## config.mk

```make
export PLATFORM = sky130hd
export DESIGN_NAME = iob_cache_line_fill
export DESIGN_NICKNAME = d
export VERILOG_FILES = /design/src/rtl/iob_cache_line_fill_pkg.sv /design/src/rtl/iob_cache_wrap_counter.sv /design/src/rtl/iob_cache_line_fill.sv
export SDC_FILE = /design/constraint.sdc
export NUM_CORES = 1
export LEC_CHECK = 0
export BUFFER_PORTS_ARGS = -buffer_cell sky130_fd_sc_hd__buf_2
export CAP_MARGIN = 20
export CORE_MARGIN = 2
export CORE_UTILIZATION = 40
export CTS_CLUSTER_DIAMETER = 40
export DETAILED_ROUTE_END_ITERATION = 12
export PLACE_DENSITY = 0.73
export SETUP_SLACK_MARGIN = 0.4
export SLEW_MARGIN = 30
export SYNTH_ARGS = -nofsm -noshare
export SYNTH_HDL_FRONTEND = slang
export SYNTH_HIERARCHICAL = 1
export SYNTH_SLANG_ARGS = --single-unit
```

## constraint.sdc

```tcl
create_clock -name clk_i -period 3.2 [get_ports clk_i]
set_input_delay 0.64 -clock clk_i [delete_from_list [all_inputs] [get_ports clk_i]]
set_output_delay 0.64 -clock clk_i [all_outputs]
set_load 0.02 [all_outputs]
```

## src/rtl/iob_cache_line_fill_pkg.sv

```systemverilog
`default_nettype none
// ============================================================================
// Module      : iob_cache_line_fill_pkg
// Description : Shared types and width helpers for the cache line-fill
//               channel and its wrap counter.
// Revision    : 1.0 - initial release
// ============================================================================
package iob_cache_line_fill_pkg;

  typedef enum logic [1:0] {
    IDLE = 2'd0,
    FILL = 2'd1,
    TAIL = 2'd2
  } state_t;

  // Number of index bits selecting a back-end beat within one cache line.
  function automatic int calc_line2be_w(input int word_offset_w,
                                        input int fe_data_w,
                                        input int be_data_w);
    return word_offset_w - $clog2(be_data_w / fe_data_w);
  endfunction

  // Physical width of a beat index; never narrower than one bit.
  function automatic int calc_idx_w(input int line2be_w);
    return (line2be_w > 0) ? line2be_w : 1;
  endfunction

endpackage : iob_cache_line_fill_pkg
`default_nettype wire

```

## src/rtl/iob_cache_wrap_counter.sv

```systemverilog
`default_nettype none
// ============================================================================
// Module      : iob_cache_wrap_counter
// Description : Beat sequencer for a cache line burst. Loads a start beat,
//               counts accepted beats and emits the wrapped beat index.
// Revision    : 1.0 - initial release
// Ports       : clk_i, reset_i - clock, asynchronous active-high reset
//               load_i         - latch start_i and clear the beat count
//               start_i        - first beat of the burst
//               inc_i          - one beat accepted
//               idx_o          - (start + count) mod 2^WIDTH
//               first_o        - no beat accepted yet
//               last_o         - current beat is the final one of the line
// ============================================================================
module iob_cache_wrap_counter #(
  parameter  int WIDTH = 2,
  localparam int IW    = (WIDTH > 0) ? WIDTH : 1
) (
  input  logic          clk_i,
  input  logic          reset_i,
  input  logic          load_i,
  input  logic [IW-1:0] start_i,
  input  logic          inc_i,
  output logic [IW-1:0] idx_o,
  output logic          first_o,
  output logic          last_o
);

  generate
    if (WIDTH > 0) begin : g_wide
      logic [IW-1:0] start_r;
      logic [IW-1:0] count_r;

      always_ff @(posedge clk_i or posedge reset_i) begin
        if (reset_i) begin
          start_r <= '0;
          count_r <= '0;
        end else if (load_i) begin
          start_r <= start_i;
          count_r <= '0;
        end else if (inc_i) begin
          count_r <= count_r + 1'b1;
        end
      end

      // Truncating add gives the wrap-around for free.
      assign idx_o   = start_r + count_r;
      assign first_o = (count_r == '0);
      assign last_o  = &count_r;
    end else begin : g_single
      // A one-beat line: the only beat is both first and last.
      logic unused_single;
      assign unused_single = ^{clk_i, reset_i, load_i, start_i, inc_i};
      assign idx_o   = '0;
      assign first_o = 1'b1;
      assign last_o  = 1'b1;
    end
  endgenerate

endmodule : iob_cache_wrap_counter
`default_nettype wire

```

## src/rtl/iob_cache_line_fill.sv

```systemverilog
`default_nettype none
// ============================================================================
// Module      : iob_cache_line_fill
// Description : Fetches one cache line from the back-end memory as a burst
//               of BE words (optionally critical-word-first) and writes each
//               beat to the data memory through registered write outputs.
// Revision    : 1.0 - initial release
// Ports       : clk_i, reset_i     - clock, asynchronous active-high reset
//               replace_valid_i    - line fill request (sampled in IDLE)
//               replace_addr_i     - miss address above the BE byte offset
//               replace_o          - fill in progress
//               critical_o         - pulse with write of first-fetched beat
//               done_o             - pulse on the last tail cycle
//               read_valid_o/addr/rdata - data-memory write port
//               be_addr_o/valid_o, be_ack_i, be_rdata_i - back-end port
// ============================================================================
module iob_cache_line_fill
  import iob_cache_line_fill_pkg::*;
#(
  parameter  int FE_ADDR_W     = 32,
  parameter  int FE_DATA_W     = 32,
  parameter  int BE_ADDR_W     = 32,
  parameter  int BE_DATA_W     = 64,
  parameter  int WORD_OFFSET_W = 3,
  parameter  int CWF           = 1,
  parameter  int TAIL_CYCLES   = 1,
  localparam int BE_NBYTES_W   = $clog2(BE_DATA_W / 8),
  localparam int LINE2BE_W     = calc_line2be_w(WORD_OFFSET_W, FE_DATA_W, BE_DATA_W),
  localparam int IDX_W         = calc_idx_w(LINE2BE_W),
  localparam int REQ_W         = FE_ADDR_W - BE_NBYTES_W
) (
  input  logic                 clk_i,
  input  logic                 reset_i,
  input  logic                 replace_valid_i,
  input  logic [REQ_W-1:0]     replace_addr_i,
  output logic                 replace_o,
  output logic                 critical_o,
  output logic                 done_o,
  output logic                 read_valid_o,
  output logic [IDX_W-1:0]     read_addr_o,
  output logic [BE_DATA_W-1:0] read_rdata_o,
  output logic [BE_ADDR_W-1:0] be_addr_o,
  output logic                 be_valid_o,
  input  logic                 be_ack_i,
  input  logic [BE_DATA_W-1:0] be_rdata_i
);

  localparam int         TAG_W     = REQ_W - LINE2BE_W;
  localparam logic [3:0] TAIL_INIT = 4'(TAIL_CYCLES - 1);

  state_t            state_r, state_next;
  logic [TAG_W-1:0]  tag_r;
  logic [3:0]        tail_r;
  logic [IDX_W-1:0]  start;
  logic [IDX_W-1:0]  idx;
  logic              first_beat;
  logic              last_beat;
  logic              accept;
  logic              beat_ack;
  logic              tail_load;
  logic [FE_ADDR_W-1:0] line_addr;

  // Start beat of the burst: the requested beat in wrap mode, else beat 0.
  generate
    if ((CWF != 0) && (LINE2BE_W > 0)) begin : g_cwf
      assign start = replace_addr_i[IDX_W-1:0];
    end else begin : g_linear
      logic unused_low;
      assign unused_low = ^replace_addr_i[IDX_W-1:0];
      assign start = '0;
    end
  endgenerate

  iob_cache_wrap_counter #(
    .WIDTH (LINE2BE_W)
  ) u_wrap_counter (
    .clk_i   (clk_i),
    .reset_i (reset_i),
    .load_i  (accept),
    .start_i (start),
    .inc_i   (beat_ack),
    .idx_o   (idx),
    .first_o (first_beat),
    .last_o  (last_beat)
  );

  // ---------------------------------------------------------------------------
  // Control FSM
  // ---------------------------------------------------------------------------
  always_ff @(posedge clk_i or posedge reset_i) begin
    if (reset_i) state_r <= IDLE;
    else         state_r <= state_next;
  end

  always_comb begin
    state_next = state_r;
    accept     = 1'b0;
    be_valid_o = 1'b0;
    tail_load  = 1'b0;
    done_o     = 1'b0;
    case (state_r)
      IDLE: begin
        if (replace_valid_i) begin
          accept     = 1'b1;
          state_next = FILL;
        end
      end
      FILL: begin
        be_valid_o = 1'b1;
        // Leaving FILL on the final ack drops be_valid_o next cycle, so no
        // extra request is ever presented.
        if (be_ack_i && last_beat) begin
          tail_load  = 1'b1;
          state_next = TAIL;
        end
      end
      TAIL: begin
        if (tail_r == 4'd0) begin
          done_o     = 1'b1;
          state_next = IDLE;
        end
      end
      default: state_next = IDLE;
    endcase
  end

  assign beat_ack  = be_valid_o & be_ack_i;
  assign replace_o = (state_r != IDLE);

  // ---------------------------------------------------------------------------
  // Line address latch and tail counter
  // ---------------------------------------------------------------------------
  always_ff @(posedge clk_i or posedge reset_i) begin
    if (reset_i) begin
      tag_r <= '0;
    end else if (accept) begin
      tag_r <= replace_addr_i[REQ_W-1:LINE2BE_W];
    end
  end

  always_ff @(posedge clk_i or posedge reset_i) begin
    if (reset_i) begin
      tail_r <= 4'd0;
    end else if (tail_load) begin
      tail_r <= TAIL_INIT;
    end else if ((state_r == TAIL) && (tail_r != 4'd0)) begin
      tail_r <= tail_r - 4'd1;
    end
  end

  // idx is zero for a single-beat line, so OR-ing it in is always safe.
  assign line_addr = (FE_ADDR_W'(tag_r) << (LINE2BE_W + BE_NBYTES_W))
                   | (FE_ADDR_W'(idx) << BE_NBYTES_W);
  assign be_addr_o = BE_ADDR_W'(line_addr);

  // ---------------------------------------------------------------------------
  // Registered data-memory write port (one cycle after each accepted beat)
  // ---------------------------------------------------------------------------
  always_ff @(posedge clk_i or posedge reset_i) begin
    if (reset_i) begin
      read_valid_o <= 1'b0;
      critical_o   <= 1'b0;
      read_addr_o  <= '0;
      read_rdata_o <= '0;
    end else begin
      read_valid_o <= beat_ack;
      critical_o   <= beat_ack & first_beat;
      if (beat_ack) begin
        read_addr_o  <= idx;
        read_rdata_o <= be_rdata_i;
      end
    end
  end

endmodule : iob_cache_line_fill
`default_nettype wire

```

* Yosys cells after proc, flatten, opt, wreduce, memory -nomap -nowiden
Index checks and enable logic that the tools add are counted.
** Word-level totals
- Output and inout port bits :: 103
- Word-level logic and storage cells :: 46
- Register bits :: 105
- Input port bits :: 97
** Cells by class
- Add/sub/neg operators :: 3
- Bitwise gates (word level) :: 3
- Mux-type cells :: 15
- Equality and inequality tests :: 5
- Reduce and logical (&&, ||, !) cells :: 11
** Operators by type and width (count)
- $or 32x5->32 :: 1
- $mux 2 :: 5
- $mux 4 :: 2
- $mux 1 :: 7
- $ne 2x2->1 const B :: 3
- $pmux 2 s3 :: 1
- $reduce_bool 2->1 :: 3
- $logic_not 2->1 :: 2
- $logic_not 4->1 :: 1
- $reduce_bool 4->1 :: 1
- $sub 4x1->4 const B :: 1
- $reduce_and 3->1 :: 1
- $add 2x1->2 const B :: 1
- $add 2x2->2 :: 1
- $and 1x1->1 :: 2
- $eq 2x1->1 const B :: 1
- $eq 2x2->1 const B :: 1
- $logic_and 1x1->1 :: 2
- $reduce_and 2->1 :: 1

* Longest topological paths before layout
Gate-level depths: netlist (run 1).
- Depth in word-level cells :: 5
- Depth in mapped cells :: 7

* Cells and area by module
The synthesis (run 1) kept the hierarchy.
** By module, submodules not included
- iob_cache_line_fill :: sequential area each 2527.4 µm², cells each 240, area an instance 4050.1 µm², instances 1
- iob_cache_wrap_counter :: sequential area each 100.1 µm², cells each 18, area an instance 215.2 µm², instances 1

* Worst setup path before layout (run 1)
Ideal clock, no wire load.
- Path type :: reg-to-output
- Start :: register state_r[1]
- End :: output port done_o
- Path buffers :: 0
- Setup slack :: 1409 ps
- Data required time :: 2560 ps
- Cell stages (with the launch flop) :: 3
- Arrival time :: 1151 ps
- Cell sequence :: dfrtp_1 -> or2b_1 -> nor3_1
** Between the ends
- Cells in the longest elaborated chain, start to end :: 2
** RTL lines
- from (decl) :: line iob_cache_line_fill.sv:51 : state_t state_r, state_next;
- from (signal assigned) :: line iob_cache_line_fill.sv:92 : else state_r <= state_next;
- $eq 2x2->1 :: line iob_cache_line_fill.sv:101 : case (state_r)
- $mux 1 :: line iob_cache_line_fill.sv:101
- to (decl) :: line iob_cache_line_fill.sv:38 : output logic done_o,
Every way passes these cells.

* Final worst setup path (run 1)
- Start :: register u_wrap_counter.g_wide.count_r[0]
- End :: output port be_addr_o[4]
** Between the ends
- Cells in the longest elaborated chain, start to end :: 2
** RTL lines
- from (decl) :: line iob_cache_wrap_counter.sv:32 : logic [IW-1:0] count_r;
- from (signal assigned) :: line iob_cache_wrap_counter.sv:42 : count_r <= count_r + 1'b1;
- $add 2x2->2 :: line iob_cache_wrap_counter.sv:47 : assign idx_o = start_r + count_r;
- $or 32x5->32 :: line iob_cache_line_fill.sv:153 : | (FE_ADDR_W'(idx) << BE_NBYTES_W);
- to (decl) :: line iob_cache_line_fill.sv:42 : output logic [BE_ADDR_W-1:0] be_addr_o,
Every way passes these cells.

==> results summary, run 1 <==
The required arrival time at the worst endpoint is 2560 ps. The buffer and inverter count on the worst path is 1. Setup repair after global routing left no endpoint under its margin. At the later pin of the worst-skew pair, clock insertion delay measures 360 ps. The leakage power of the design is 2.788 nW. The clock skew after layout came out at between 10 and 15 ps. The placeable core area is between 0.01 and 0.015 mm². The number of register bits inferred by synthesis is 105.

The launch instance of the worst register-to-register path is state_r[0]. The cell sitting at the root of the clock tree is a clkbuf_8. Across the run, the number of max-cap violations was 0. The number of antenna diodes is 0. The initial utilization of the core area, before any placement, comes to 41.32%.

The number of buffers inserted for hold repair after clock tree synthesis is 0. For this design the ratio of total power to cell area is 1094 mW/mm². The worst setup path is captured at an output port.

The HPWL after detailed placement is 6445 µm. The worst IR drop on VDD is 0.4771 mV. The count of input and output buffers came out at 196. Headroom to the max-slew limit came out at 46.27%. The largest individual stage delay along the critical path comes from the cell dfrtp_1. The routed via count came out at approximately 2800. The final standard cell utilization of the core came out at a little over half. The H-tree level count is 3.

The last weighted congestion value of the routability-driven placer is 0.7062. The internal portion of the total power is about 0.0037 W. The part of the power in registers is 38.9%. The minimum clock period after layout came out at 2206 ps. The vias per cell is 4.599. The detailed-routing iteration count for the pre-antenna-repair pass came out at 6. TritonCTS built the clock tree. The clock-pin transition on the worst setup and hold timing paths is roughly 100 ps. The total power came out at around 0.0060 W.

The final routed wirelength across all metal layers came out at 8601 µm. The data arrival time of the critical path came out at 1570 ps. The maximum number of buffers from clock root to sink came out at 2. The max-slew violation total from the final report came out at 0. The tree built by TritonCTS fans out to around 110 sinks. During synthesis, Yosys emitted a total of 6 warnings.

The die footprint came out at 0.01151 mm². After detailed routing, the number of remaining DRC violations is 0. The critical-path maximum fanout is 4. The number of antenna violations at the first check in global routing is 0. The final count of hold timing violations was 0.

The wire length of the first global-routing pass came out at 13230 µm. The number of buffers created by CTS came out at 9. The kind of cell with the highest combined delay along the critical path is flip-flops. The ratio of final minimum period to clock period came out at 68.93%. The delay contributed by the slowest stage of the critical path is 430 ps. The via count of the first global-routing pass is between 2000 and 3000. The post-CTS setup-driven buffer insertion count is 0. The detailed router finished its first iteration with 132 violations. The fraction of power spent switching nets came out at 39.43%. The layout-stage area growth over the synthesis result came out at 29.22%. The vertical die dimension came out at roughly 110 µm. The post-synth design cell area came out at between 0.004 and 0.005 mm². The number of routed nets with antenna violations came out at 0. The final layout contains between 500 and 600 nets. The number of unique standard cell types used by synthesis came out at 29. At the pin with the least slew margin, the transition time is 805.9 ps. The overall track demand over capacity in global routing came out at 14.63%. The fmax is 453.4 MHz. The most prevalent standard cell on the critical path is xnor2_1. In this run the power spent charging and discharging nets is between 0.002 and 0.0025 W. The synthesized area divided by synthesized cell count came out at 16.53 µm².

Summed over all failing endpoints, the final setup total negative slack is 0 ps. The number of cell rows is 37. The run finished with clean final reports. The die is approximately 110 µm wide. The count of pins on the block boundary is 200.

The pin count of the biggest net entering global routing is 67. The clock network fraction of total power came out at 13.6%. Timing analysis after detailed placement gives a worst setup slack of 1180 ps. The final critical-path setup slack came out at 994.2 ps.

The relative contribution of combinational cells to total power is 47.5%. The critical path goes through ha_1 > xnor2_1 > xnor2_1 > buf_2. The worst hold path class is in -> async. The worst setup path is launched from a flop. The worst setup path category is reg -> out.

The number of setup violations in the final report is 0. The register area share after synthesis is between 60% and 70%. The detailed-route wire length per cell is 14.36 µm.

Post-CTS repair changed the size of 0 cells. The fraction of layout instances using a drive strength above 1 is 68.68%. The number of standard cells after synthesis came out at 258. The total global routing overflow is 0. Tracing the worst setup path back leads to its startpoint at u_wrap_counter/g_wide.count_r[0].
[power by group through the flow]
stage | logic [W] | clock network (W) | registers, W
2_1_floorplan | 0.00128 | 0 | 0.00311
3_3_place_gp | 0.00284 | 0 | 0.00234
3_5_place_dp | 0.00290 | 0 | 0.00236
4_1_cts | 0.00290 | 0.000855 | 0.00235
5_1_grt | 0.00306 | 0.000913 | 0.00243
6_report | 0.00286 | 0.000822 | 0.00234
[stage by stage]
| step | area (µm²) | hold slack, ps | std cells |
|---|---|---|---|
| 5_1_grt | 5512 | 148.4 | 599 |
| 4_1_cts | 5512 | 145.8 | 599 |
| 3_3_place_gp | 5313 | 483.9 | 583 |
| 2_1_floorplan | 4277 | 406.1 | 260 |
| 6_report | 5512 | 169.4 | 599 |
| 3_5_place_dp | 5313 | 491.0 | 583 |
[layout make-up]
class / instances / area, µm²
clock inverters: 7 / 75.07
well taps: 136 / 170.2
repair buffers: 201 / 1031
inverters: 8 / 33.78
fillers: 872 / 4812
multi-input cells: 133 / 1450
flip-flops and latches: 105 / 2628
clock buffers: 9 / 123.9
[final timing paths]
kind                                                         end  slack (ps)  depth (start not counted)
worst max-delay path                                be_addr_o[4]         990                          4
min in group clk_i                              read_rdata_o[32]         500                          2
worst min register to register                  read_rdata_o[51]         510                          1
worst min-delay path            u_wrap_counter/g_wide.count_r[1]         170                          2
max in group asynchronous                        read_rdata_o[9]        2110                          3
worst max register to register                  read_rdata_o[60]        1320                          4
[sequential cells by signal (all words and copies together) (netlist names)]
register	flops
read_addr_o	2
u_wrap_counter/g_wide.count_r	2
read_valid_o	1
tag_r	27
tail_r	4
critical_o	1
state_r	2
u_wrap_counter/g_wide.start_r	2
read_rdata_o	64
[layout by cell type, fill, tap and decap left out]
cell type,synthesis,layout
buf_2,0,196
dfrtp_1,105,105
mux2_2,66,66
mux2_4,29,29
clkbuf_8,0,9
inv_1,8,7
nand2_1,5,5
mux2i_1,4,4
ha_1,4,4
buf_4,7,4
conb_1,1,3
inv_6,0,3
xnor2_1,3,3
o21ai_0,2,2
or2_2,2,2
clkinv_2,0,2
nor2_1,2,2
nor2b_4,1,1
and2_4,1,1
nand4b_1,1,1
nand2b_1,1,1
nor2b_1,1,1
nand3_1,1,1
or2b_1,1,1
o211ai_1,1,1
and3_1,1,1
nor2_2,1,1
nor3_1,1,1
clkinvlp_4,0,1
nor4_1,1,1
a21o_1,1,1
bufinv_16,0,1
clkinv_4,0,1
buf_12,3,1
[synthesized netlist by cell type (all sizes together)]
cell,number,share of area (%)
conb,1,0.088
nor2b,2,0.47
nand2,5,0.44
and3,1,0.15
nand2b,1,0.15
o21ai,2,0.23
and2,1,0.21
dfrtp,105,62
ha,4,1.2
nand4b,1,0.21
a21o,1,0.18
nor2,3,0.32
nor3,1,0.12
or2b,1,0.18
o211ai,1,0.18
nand3,1,0.12
buf,14,3.9
xnor2,3,0.62
or2,2,0.29
mux2,95,28
inv,8,0.70
nor4,1,0.15
mux2i,4,0.94
[kinds of logic (layout without fill, tap and decap cells)]
| group | Yosys count | count (layout) | synth area share (%) |
|---|---|---|---|
| flip-flops | 105 | 105 | 61.60 |
| adder cells (fa/ha/maj) | 4 | 4 | 1.173 |
| AO/OA/AOI/OAI | 4 | 4 | 0.5868 |
| XOR/XNOR | 3 | 3 | 0.6161 |
| other | 1 | 3 | 0.08792 |
| AND/OR/NAND/NOR | 20 | 20 | 2.787 |
| multiplexers | 99 | 99 | 28.57 |
| buffers and inverters | 22 | 225 | 4.576 |
[routing by layer]
metal  share of wire, %  wire, µm  up-vias  global-route usage (%)
met3                8.5       731       12                   4.237
met5                  0         0        -                       0
li1                   -         -     1285                       -
met1                 42      3631     1331                   18.64
met2                 48      4106      127                   23.64
met4                1.5       132        0                   5.566
Power figures use the tool's default switching activity.
==> run 2, diff against run 1 <==
--- a/config.mk
+++ b/config.mk
@@ -11,7 +11,7 @@
 export CORE_UTILIZATION = 40
 export CTS_CLUSTER_DIAMETER = 40
 export DETAILED_ROUTE_END_ITERATION = 12
-export PLACE_DENSITY = 0.73
+export PLACE_DENSITY = 0.7
 export SETUP_SLACK_MARGIN = 0.4
 export SLEW_MARGIN = 30
 export SYNTH_ARGS = -nofsm -noshare
==> constraint.sdc (replaced) <==
create_clock -name clk_i -period 2.2 [get_ports clk_i]
set_input_delay 0.44 -clock clk_i [delete_from_list [all_inputs] [get_ports clk_i]]
set_output_delay 0.44 -clock clk_i [all_outputs]
set_load 0.02 [all_outputs]
==> results summary, run 2 (synthesized netlist as in run 1, its figures left out) <==
The vias per cell came out at 4.665. The maximum number of buffers from clock root to sink came out at 2. The leakage power of the design came out at 2.871 nW. STA classifies the critical path endpoint as an output port.

The root buffer selected by CTS is clkbuf_8. Input and output buffers added on the ports amount to around 200. The number of antenna violations at the first check in global routing came out at 0. The worst hold path terminates at read_rdata_o[38]. The worst IR drop on VDD is 0.6781 mV. The hold-critical path depth is 2. The worst register-to-register path ends at read_rdata_o[16]. The insertion delay to the later sink of the worst-skew pair came out at 360 ps. The total instance count after detailed placement came out at 584. The starting density of the core is 41.32%.

The worst hold path begins at be_rdata_i[38]. The die is 107.3 µm tall. The CTS tree is built. The flip-flop count of the largest register, all copies and words added is 64. The final routed wirelength across all metal layers is between 9000 and 10000 µm. The remaining routing DRC violations is 0. The via count of the first global-routing pass came out at 2920. The total of max-cap violations is 0. The fmax is about 530 MHz. The die covers around 0.012 mm². The pin count of the biggest net entering global routing is 62. The first global-routing pass estimated around 14000 µm of wire. Setup repair after global routing could not meet its margin everywhere. The register with the most flip-flops in the final layout is read_rdata_o.

Counting cells, the worst reg-to-reg path comes to 5. The overall track demand over capacity in global routing is around 16%. In this run the count of I/O pins placed on the die edge is 200. The layout-stage area growth over the synthesis result came out at 33.44%. The critical-path maximum fanout is 2.

The H-tree level count is 3. The worst setup path is of the reg -> out kind. The filler-free cell count of the finished design is 612. The largest registers in the layout are read_rdata_o x64, tag_r x27, tail_r x4. The path class of the tightest hold or removal check is in -> reg. The ratio of final minimum period to clock period is a little under nine tenths. The last weighted congestion value of the routability-driven placer came out at 0.7425.

In this run the remaining antenna-violating nets after routing total 0. In this run the critical register-to-register path is launched from state_r[1]. Clock-pin slew was measured on the worst setup and hold paths at 110 ps. The number of setup violations in the final report is 0.

The area of the multi-input gates is 0.001493 mm². The number of cell rows is 37. The core region is just over 0.01 mm². The power density of the placed cells came out at between 1500 and 2000 mW/mm². The minimum clock period after layout is 1873 ps.

The detailed router's first-iteration violation count is 95. In the layout the commonest cells are buf_2, dfrtp_1, mux2_2, mux2_4, buf_4. The final count of hold timing violations is 0.

TritonCTS created 9 clock buffers. The sequential cell area in the final layout is 0.002628 mm². The run finished with clean final reports.

For this run the aggregate overflow at the end of global routing stands at 0. The max-slew violation total from the final report came out at 0. The detailed-routing iteration count for the pre-antenna-repair pass came out at 6. The transition time of the tightest slew-check pin came out at 507.8 ps. The clock skew after layout is 17.31 ps. After detailed routing, the average wire length per cell comes to about 15 µm. From left edge to right edge, the die measures between 100 and 150 µm. The post-route netlist has 71.01% of its cells at a drive strength greater than 1.

For the worst setup path, the data required time is 1760 ps. The routed via count is 2855. The total number of clock tree sinks came out at 105. The final total negative setup slack came out at 0 ps. The count of fill cells added during filler insertion is 887. In the final design database the tool counted between 500 and 600 nets. The minimum setup slack among reg-to-reg paths is 570 ps.

STA classifies the critical path startpoint as a flop. The number of antenna diodes is 0. The library cell used most frequently in the layout, excluding fill and tap cells, is buf_2. Measured against its own limit, the worst slew margin works out to 66.15%. The total half-perimeter wirelength after legalization and detailed placement is ~7000 µm. The data arrival time of the critical path came out at approximately 1400 ps.
==> run 2: timing repair <==
action,in CTS,in global routing
endpoints found under the hold margin,4,0
setup endpoints to repair,2,45
hold buffers,1,0
gates resized for setup,9,2
buffers inserted,6,5
pin swaps,3,5
==> run 2: final cells by class <==
class | instances | share of cell area, %
inverter | 8 | 0.5935
multi-input combinational | 133 | 26.23
tap | 136 | 2.990
clock buffer | 9 | 2.176
sequential | 105 | 46.16
timing repair buffer | 214 | 20.40
clock inverter | 7 | 1.451
==> run 2: how the worst max path moves through the flow <==
stage	start	to	slack, ps	cells after the start
2_1_floorplan	reset_i	critical_o	560	1
3_3_place_gp	be_ack_i	read_rdata_o[52]	520	4
3_5_place_dp	state_r[0]	read_rdata_o[1]	470	4
5_1_grt	u_wrap_counter/g_wide.count_r[0]	be_addr_o[4]	240	4
6_report	u_wrap_counter/g_wide.count_r[0]	be_addr_o[4]	330	4
4_1_cts	u_wrap_counter/g_wide.count_r[0]	be_addr_o[4]	240	4
==> run 2: where the power goes <==
group / internal, W / total, W / switching (W)
Combinational: 0.00208 / 0.00445 / 0.00238
Clock: 0.000549 / 0.00124 / 0.000694
Sequential: 0.00289 / 0.00341 / 0.000520
==> run 2: through the flow <==
stage	cell area (µm²)	utilization (%)	total power (W)	hold slack [ps]	worst slack, ps
2_1_floorplan	4277	-	0.006383	206.1	556.4
3_3_place_gp	5345	51.78	0.007568	355.2	524.2
3_5_place_dp	5345	51.78	0.007714	358.9	473.2
4_1_cts	5639	54.62	0.009120	279.1	244.9
5_1_grt	5692	55.13	0.009667	275.2	238.6
6_report	5692	55.13	0.009106	296.5	327.1
==> run 2: critical path: stages, from the launching register on <==
cell     delay [ps]
dfrtp_1         410
ha_2            190
xnor2_2         180
xnor2_2         140
buf_4           170
==> run 2: layer usage <==
metal / global-route usage (%) / vias to the layer above / routed length, µm
met5: 0 / - / 0
met4: 5.473 / 0 / 188
met3: 3.753 / 15 / 695
met2: 28.53 / 123 / 4795
met1: 18.68 / 1408 / 3609
li1: - / 1309 / -
==> run 3, diff against run 2 <==
--- a/config.mk
+++ b/config.mk
@@ -8,10 +8,11 @@
 export BUFFER_PORTS_ARGS = -buffer_cell sky130_fd_sc_hd__buf_2
 export CAP_MARGIN = 20
 export CORE_MARGIN = 2
-export CORE_UTILIZATION = 40
+export CORE_UTILIZATION = 48
+export CTS_BUF_LIST = sky130_fd_sc_hd__clkbuf_4
 export CTS_CLUSTER_DIAMETER = 40
 export DETAILED_ROUTE_END_ITERATION = 12
-export PLACE_DENSITY = 0.7
+export PLACE_DENSITY = 0.82
 export SETUP_SLACK_MARGIN = 0.4
 export SLEW_MARGIN = 30
 export SYNTH_ARGS = -nofsm -noshare
==> results summary, run 3 (synthesized netlist as in run 1, its figures left out) <==
The final standard cell utilization of the core came out at 64.71%. The detailed-routing iteration count for the pre-antenna-repair pass is 4. The worst IR drop on VDD is 0.9318 mV.

Relative to the synthesized area, the layout overhead comes to 31.65%. The fmax is 502.4 MHz. The run finished with clean final reports.

The met1 wire length is 3673 µm. The total number of clock tree sinks is 105. For the worst setup path, the data arrival time is 1550 ps.

The horizontal die dimension came out at 98.27 µm. The count of pins on the block boundary came out at 200. In this run the tightest slew margin relative to its limit is ~57%. The overall track demand over capacity in global routing is between 10% and 20%. The largest register by flop count is read_rdata_o. The area of the multi-input gates came out at 0.001495 mm².

The number of setup violations in the final report is 0. The transition time of the tightest slew-check pin came out at 647.4 ps. Summed over all cells, the static leakage comes to 2.859 nW. Across the whole layout, storage elements account for 0.002628 mm².

Walking the worst path, the cells encountered are ha_4 > xnor2_2 > xnor2_2 > buf_4. The routed design has 9231 µm of wire. The sum of met2 wire segment lengths after detailed routing is 4769 µm. By startpoint and endpoint, the worst setup path is classified as reg -> out.

The number of buffers created by CTS is 9. The path class of the tightest hold or removal check is in -> reg. The maximum number of buffers from clock root to sink is 2. The repair_antennas step left the layout with diodes totalling 0. The number of cell rows is 34. The slowest stage of the critical path is the dfrtp_1 cell. The detailed-route wire length per cell came out at 15.70 µm. The filler-free cell count of the finished design came out at 588. The clock-pin transition on the worst setup and hold timing paths came out at 170 ps. The detailed router's first-iteration violation count came out at 34. The die footprint came out at 0.009656 mm².

The placeable core area is 0.008678 mm². After detailed routing, the number of remaining DRC violations is 0. The pin count of the biggest net entering global routing came out at 53. The detailed-routed wire length on met3 came out at 644 µm. The library cell used most frequently in the layout, excluding fill and tap cells, is buf_2.

The critical-path maximum fanout is 2. Global routing finished with a remaining overflow of 0. The highest signal layer in the routed design is met4. CTS placed an instance of clkbuf_4 at the clock tree root. The count of input and output buffers came out at 196. The largest registers in the layout are read_rdata_o x64, tag_r x27, tail_r x4.

The total half-perimeter wirelength after legalization and detailed placement is 6530 µm. The required arrival time at the worst endpoint came out at around 1800 ps. In this design, the critical path's most frequently occurring cell is xnor2_2. The clock skew after layout came out at 25.23 ps. The CTS tree is built. The fraction of layout instances using a drive strength above 1 is 70.42%.

The final count of hold timing violations came out at 0. The top cell types in the final layout, fill and taps aside, are buf_2, dfrtp_1, mux2_2, mux2_4, buf_4. The total of max-cap violations came out at 0. In this run, placement finished with an instance count of 556. The routed via count came out at 2857.

The vertical die dimension came out at 98.27 µm. The post-layout net count is between 500 and 600. The vias per cell is 4.859. The H-tree level count is 3.

Subtracting the final worst setup slack from the clock period gives 1990 ps. The delay contributed by the slowest stage of the critical path is between 400 and 500 ps. The count of fill cells added during filler insertion is 661.

The starting density of the core came out at 49.15%. The max-slew violation total from the final report is 0. STA classifies the critical path startpoint as a flop. The via count of the first global-routing pass came out at 2880. After layout, the worst path uses 90.48% of the clock period. Setup repair after global routing could not meet its margin everywhere. The wire length of the first global-routing pass is around 14000 µm. The flip-flop count of the largest register, all copies and words added is between 60 and 70. The number of routed nets with antenna violations came out at 0. The power density of the placed cells came out at 1587 mW/mm². The worst setup path is captured at an output port. Summed over all failing endpoints, the final setup total negative slack is 0 ps. Clock latency on the worst-skew pair, taken at its later pin, is 430 ps.

Routability-driven placement finished with a final weighted congestion of 0.7607. The number of antenna violations at the first check in global routing is 0.
==> run 3: cell count changes in the layout (fill, tap and decap cells not counted), sizes merged <==
cell    before  now
and2         1    2
buf        213  216
bufinv       1    0
clkbuf       9   10
clkinv       1    3
inv         11    9
==> run 3: path summary, 6_finish.rpt <==
check,startpoint,end,slack [ps],cells past startpoint
setup / recovery,u_wrap_counter/g_wide.start_r[0],be_addr_o[4],210,4
hold / removal,replace_addr_i[6],tag_r[4],220,2
setup reg to reg,state_r[0],read_rdata_o[5],400,7
hold reg to reg,read_rdata_o[2],read_rdata_o[2],520,1
max in group asynchronous,reset_i,read_rdata_o[5],990,4
min in group asynchronous,reset_i,u_wrap_counter/g_wide.start_r[1],450,3
==> run 3: through the flow <==
step                hold WS [ps]  total power [W]  cell area [µm²]  setup slack, ps
floorplan                  206.1         0.006383             4277            556.4
global placement           353.6         0.007518             5298            500.2
detailed placement         359.7         0.007690             5298            421.3
CTS                        196.8         0.008827             5550            163.7
global route               172.9         0.009423             5615            133.1
finish                     220.2         0.008910             5615            209.5
==> run 3: metal layers <==
metal	global-route usage, %	vias to the layer above
met1	24.13	1408
li1	-	1320
met2	32.40	117
met3	4.510	12
met4	5.479	0
met5	0	-
==> run 3: timing repair <==
action	CTS	global route
hold buffers	1	0
cloned	1	0
setup endpoints to repair	6	5
gates resized for setup	11	5
buffers inserted	10	4
pin swaps	5	2
hold endpoints to repair	4	0
==> run 3: report_power, final <==
part | internal (W) | leakage, nW | switching [W]
Combinational | 0.00222 | 1.55 | 0.00241
Sequential | 0.00288 | 1.24 | 0.000512
Clock | 0.000251 | 0.0648 | 0.000631
Total | 0.00535 | 2.86 | 0.00356
==> run 3: layout make-up <==
| cell class | count | share of cell area [%] |
|---|---|---|
| flip-flops and latches | 105 | 46.79 |
| multi-input cells | 134 | 26.63 |
| repair buffers | 217 | 21.48 |
| well taps | 108 | 2.406 |
| clock buffers | 10 | 1.337 |
| clock inverters | 6 | 0.7576 |
| inverters | 8 | 0.6016 |
==> run 3: critical path, delay by kind of cell, from the launching register on <==
| family | cells | cell delay (ps) |
|---|---|---|
| XOR/XNOR | 2 | 330 |
| adder cells (fa/ha/maj) | 1 | 180 |
| buffers and inverters | 1 | 180 |
| flip-flops | 1 | 440 |
